==> src/rtl/perm_round_controller_pkg.sv <==
// perm_round_controller_pkg: shared state encoding, stage codes and size defaults
package perm_round_controller_pkg;
  localparam int NUM_LANES_DEF  = 25;
  localparam int NUM_ROUNDS_DEF = 24;
  localparam logic [2:0] S_IDLE   = 3'd0;
  localparam logic [2:0] S_LOAD   = 3'd1;
  localparam logic [2:0] S_THETA  = 3'd2;
  localparam logic [2:0] S_RHO_PI = 3'd3;
  localparam logic [2:0] S_CHI    = 3'd4;
  localparam logic [2:0] S_IOTA   = 3'd5;
  localparam logic [2:0] S_UNLOAD = 3'd6;
  localparam logic [2:0] S_DONE   = 3'd7;
  localparam logic [1:0] STAGE_THETA  = 2'd0;
  localparam logic [1:0] STAGE_RHO_PI = 2'd1;
  localparam logic [1:0] STAGE_CHI    = 2'd2;
  localparam logic [1:0] STAGE_IOTA   = 2'd3;
endpackage

==> src/rtl/perm_round_controller_counter.sv <==
// perm_round_controller_counter: loadable up-counter; load has priority over increment
module perm_round_controller_counter #(
  parameter int W = 5
) (
  input  logic         clk,
  input  logic         rst,
  input  logic         en_i,
  input  logic         load_en_i,
  input  logic [W-1:0] init_count_i,
  output logic [W-1:0] count_o
);
  logic [W-1:0] count_q;
  // load wins so a wrap on the terminal beat never increments past it
  always_ff @(posedge clk or posedge rst)
    if (rst) count_q <= '0;
    else if (load_en_i) count_q <= init_count_i;
    else if (en_i) count_q <= count_q + 1'b1;
  assign count_o = count_q;
endmodule

==> src/rtl/perm_round_controller.sv <==
// perm_round_controller: sequences load, per-round transform stages and unload of the permutation state
module perm_round_controller
  import perm_round_controller_pkg::*;
#(
  parameter int NUM_LANES  = NUM_LANES_DEF,
  parameter int LANE_W     = 5,
  parameter int NUM_ROUNDS = NUM_ROUNDS_DEF,
  parameter int ROUND_W    = 5
) (
  input  logic               clk,
  input  logic               rst,
  input  logic               start,
  output logic               busy,
  input  logic               in_valid,
  output logic               in_ready,
  output logic               out_valid,
  input  logic               out_ready,
  output logic [LANE_W-1:0]  lane_addr,
  output logic [ROUND_W-1:0] round_idx,
  output logic [1:0]         stage_sel,
  output logic               mem_we,
  output logic               done
);
  logic [2:0] state_q, state_d;
  logic lane_last, round_last, xform, iota, go, lane_step;
  assign lane_last  = lane_addr == LANE_W'(NUM_LANES - 1);
  assign round_last = round_idx == ROUND_W'(NUM_ROUNDS - 1);
  assign xform      = state_q == S_THETA || state_q == S_RHO_PI || state_q == S_CHI;
  assign iota       = state_q == S_IOTA;
  assign go         = state_q == S_IDLE && start;
  assign lane_step  = xform || (state_q == S_LOAD && in_valid) || (state_q == S_UNLOAD && out_ready);
  perm_round_controller_counter #(.W(LANE_W)) u_lane (
    .clk(clk), .rst(rst), .en_i(lane_step), .load_en_i(go || (lane_step && lane_last)),
    .init_count_i('0), .count_o(lane_addr)
  );
  perm_round_controller_counter #(.W(ROUND_W)) u_round (
    .clk(clk), .rst(rst), .en_i(iota), .load_en_i(go || (iota && round_last)),
    .init_count_i('0), .count_o(round_idx)
  );
  // next state: lane sweeps end on the terminal compare, IOTA closes each round
  always_comb begin
    state_d = state_q;
    case (state_q)
      S_IDLE:   state_d = start ? S_LOAD : S_IDLE;
      S_LOAD:   state_d = (in_valid && lane_last) ? S_THETA : S_LOAD;
      S_THETA:  state_d = lane_last ? S_RHO_PI : S_THETA;
      S_RHO_PI: state_d = lane_last ? S_CHI : S_RHO_PI;
      S_CHI:    state_d = lane_last ? S_IOTA : S_CHI;
      S_IOTA:   state_d = round_last ? S_UNLOAD : S_THETA;
      S_UNLOAD: state_d = (out_ready && lane_last) ? S_DONE : S_UNLOAD;
      default:  state_d = S_IDLE;
    endcase
  end
  // state register
  always_ff @(posedge clk or posedge rst)
    if (rst) state_q <= S_IDLE;
    else state_q <= state_d;
  assign busy      = state_q != S_IDLE;
  assign in_ready  = state_q == S_LOAD;
  assign out_valid = state_q == S_UNLOAD;
  assign done      = state_q == S_DONE;
  assign mem_we    = (state_q == S_LOAD && in_valid) || xform || iota;
  assign stage_sel = state_q == S_THETA  ? STAGE_THETA  :
                     state_q == S_RHO_PI ? STAGE_RHO_PI :
                     state_q == S_CHI    ? STAGE_CHI    :
                     iota                ? STAGE_IOTA   : STAGE_THETA;
endmodule

==> config.mk <==
export PLATFORM = sky130hd
export DESIGN_NAME = perm_round_controller
export DESIGN_NICKNAME = d
export VERILOG_FILES = /design/src/rtl/perm_round_controller_pkg.sv /design/src/rtl/perm_round_controller_counter.sv /design/src/rtl/perm_round_controller.sv
export SDC_FILE = /design/constraint.sdc
export NUM_CORES = 1
export LEC_CHECK = 0
export ABC_AREA = 1
export CAP_MARGIN = 25
export CORE_MARGIN = 1.5
export CORE_UTILIZATION = 47
export CTS_CLUSTER_DIAMETER = 40
export DETAILED_ROUTE_END_ITERATION = 12
export PLACE_DENSITY = 0.89
export SYNTH_ARGS = -nofsm -noshare
export SYNTH_HDL_FRONTEND = slang
export SYNTH_SLANG_ARGS = --single-unit
==> constraint.sdc <==
create_clock -name clk -period 1.7 [get_ports clk]
set_input_delay 0.17 -clock clk [delete_from_list [all_inputs] [get_ports clk]]
set_output_delay 0.17 -clock clk [all_outputs]
set_load 0.005 [all_outputs]
==> flow_metrics.py <==
metrics = {
    "placement": {
        "place_congestion": 0.935,
        "place_ws_ns": 0.0908,
        "portBuffers": 21,
        "dp_hpwl_mm": 1.50,
    },
    "power": {
        "p_comb_frac": 0.542,
        "p_leak_nw": 0.659,
        "power.switching_w": 0.000578,
        "swShare": 0.402,
        "p_clk_frac": 0.136,
        "ir_worst_vdd_v": 0.000973,
        "p_seq_frac": 0.322,
        "p_int_w": 0.000859,
        "powerDensity_nw_per_um2": 1140,
    },
    "drt": {
        "vias_per_cell": 5.48,
        "dr.pass1.iters": 4,
        "totalWireLength_mm": 2.29,
        "drc_errors": 0,
        "drtIter0Drc": 36,
        "vias": 883,
        "ant_nets": 0,
        "wl_per_cell_um": 14.2,
    },
    "global_route": {
        "grt_pass1_vias": 834,
        "antenna_found_initial": 0,
        "grt_util_all_layers": 0.253,
        "grt-ovfl-total": 0,
        "grt_max_degree": 14,
        "grt_pass1_wl_mm": 3.63,
    },
    "clock_network": {
        "clockRootBuffer": "clkbuf_4",
        "htreeDepth": 1,
        "clkSinkCount": 13,
        "cts_buffers": 3,
        "insertion_delay_ns": 0.27,
        "clk_pin_slew_worst_paths_ns": 0.08,
        "cts_tree": "built",
        "cts_buffer_depth": 2,
    },
    "synthesis": {
        "yosysSeqAreaShare": 0.395,
        "synth_cells": 103,
        "yosysTopAreaCell": "dfrtp_1",
        "mappedNetlistNets": 111,
        "synth_top_area_share": 0.395,
        "synth_area_um2": 823,
        "yosysWarnings": 0,
        "synth_area_leaders": "dfrtp_1 (40%), nand3_1 (9.7%), nand2_1 (9.1%), inv_1 (6.8%), xor2_1 (5.3%)",
        "syn_avg_cell_area_um2": 7.99,
        "synth_seq_cells": 13,
        "synth_cell_types": 23,
    },
    "worst_setup_path": {
        "path_class": "register to output pin",
        "required_ns": 1.53,
        "cp-end-kind": "output pin",
        "start_kind": "register",
        "path_max_fanout": 4,
        "reg2reg_depth": 7,
        "worstPathArrival_ns": 1.49,
    },
    "finish": {
        "drive_above_1_share": 0.262,
        "area.growth.synth_to_final_pct": 53.0,
        "num_antenna_cells": 0,
        "n_fill_cell": 92,
        "ff_latch_area_um2": 328,
        "final_nets": 154,
        "multi_input_area_um2": 473,
    },
    "sta": {
        "fmax_ghz": 0.604,
        "finalMaxSlewViolations": 0,
        "fin_crit_ns": 1.66,
        "fin_setup_tns_ns": 0,
        "rsz0062_at_grt": "no",
        "setup_viol": 0,
        "hold_violations": 0,
        "timing.final.ws_setup_ns": 0.0450,
        "relSlewSlack": 0.673,
        "fin_crit_sh": 0.974,
        "tightest_slew_ns": 0.490,
        "hold_ws_ns": 0.209,
        "clock_skew_ns": 0.00109,
    },
    "die": {
        "die_w_um": 44.9,
        "row_count": 14,
        "start_util": 0.522,
        "core_um2": 1580,
        "die-area_um2": 2010,
        "die_h_um": 44.9,
        "io_pins": 22,
    },
    "flow_run": {
        "cap_violations": 0,
    },
    "min_path": {
        "holdCritPathClass": "input port to async pin",
    },
    "run_status": {
        "status": "finished, final reports clean",
    },
}
[cells in the final DEF, fill, tap and decap left out, types with 4 or more instances in the layout]
master,instances
xor2_1,5
buf_4,16
nand2_1,20
nand3_2,4
dfrtp_1,11
nand3_1,13
nand4_1,5
inv_1,15
nor2_1,4
clkdlybuf4s50_1,16
[logic make-up after synthesis]
logic type / Yosys count / synth area share
adder cells (fa/ha/maj): 3 / 0.0456
AO/OA/AOI/OAI: 9 / 0.0714
flip-flops: 13 / 0.395
AND/OR/NAND/NOR: 55 / 0.353
buffers and inverters: 18 / 0.0821
XOR/XNOR: 5 / 0.0532
[power by group through the flow]
stage               clock network, W  registers, W  logic, W
global route                0.000211      0.000474  0.000848
floorplan                          0      0.000463  0.000339
detailed placement                 0      0.000466  0.000679
global placement                   0      0.000458  0.000648
CTS                         0.000193      0.000464  0.000753
finish                      0.000195      0.000462  0.000780
[registers in the layout, summed over array words and instances, names as in the netlist]
name / cells
u_round.count_o: 5
u_lane.count_o: 5
state_q: 3
[critical path, stage by stage, from the launching register on]
cell and delay, ns:
dfrtp_2 0.43, buf_4 0.14, nand3_2 0.09, inv_1 0.06
clkdlybuf4s50_1 0.49
[through the flow]
stage                util  total power [W]  instance area, um^2  instances
finish              0.799          0.00144                 1260        161
global route        0.799          0.00153                 1260        161
CTS                 0.779          0.00141                 1230        158
detailed placement  0.683          0.00114                 1080        143
global placement    0.683          0.00111                 1080        143
floorplan               -         0.000802                  823        103
[synthesized netlist by cell type]
master     number
nor3_1          3
nand4_2         1
nand2_2         1
ha_1            3
inv_2           3
dfrtp_1        13
nor2_2          1
inv_1          15
o21ai_1         1
xor2_1          5
o2111ai_1       1
nand2_1        20
o21ai_2         1
nand3_2         2
nand3_4         1
nand3_1        16
nor2_4          1
o221ai_1        1
o21ai_0         1
o211ai_1        1
nor2_1          4
a21oi_1         3
nand4_1         5
[metal layers]
layer	vias up	global-route usage	wire [um]
met5	-	0	0
met4	0	0.100	15
li1	434	-	-
met2	33	0.443	1220
met1	414	0.312	945
met3	2	0.0360	107
[final timing paths]
path | slack, ns | from | endpoint
worst max-delay path | 0.04 | state_q[1] | out_valid
worst min-delay path | 0.21 | rst | u_lane.count_o[0]
worst max register to register | 0.20 | state_q[0] | u_lane.count_o[1]
worst min register to register | 0.58 | u_round.count_o[2] | u_round.count_o[2]
max in group asynchronous | 1.13 | rst | state_q[2]
min in group clk | 0.58 | u_round.count_o[2] | u_round.count_o[2]
[cell type report]
type,instances,share of cell area
Timing Repair Buffer,38,0.270
Sequential cell,13,0.260
Clock buffer,4,0.0209
Multi-Input combinational cell,72,0.375
Inverter,18,0.0576
Tap cell,16,0.0159
[repair_timing]
item                       in CTS  in global routing
setup buffers                  11                  3
pin swaps                       2                  0
resized for setup              16                  3
hold buffers                    0                  0
setup endpoints to repair       5                  4
No activity file was read; power rests on OpenSTA's default activity.
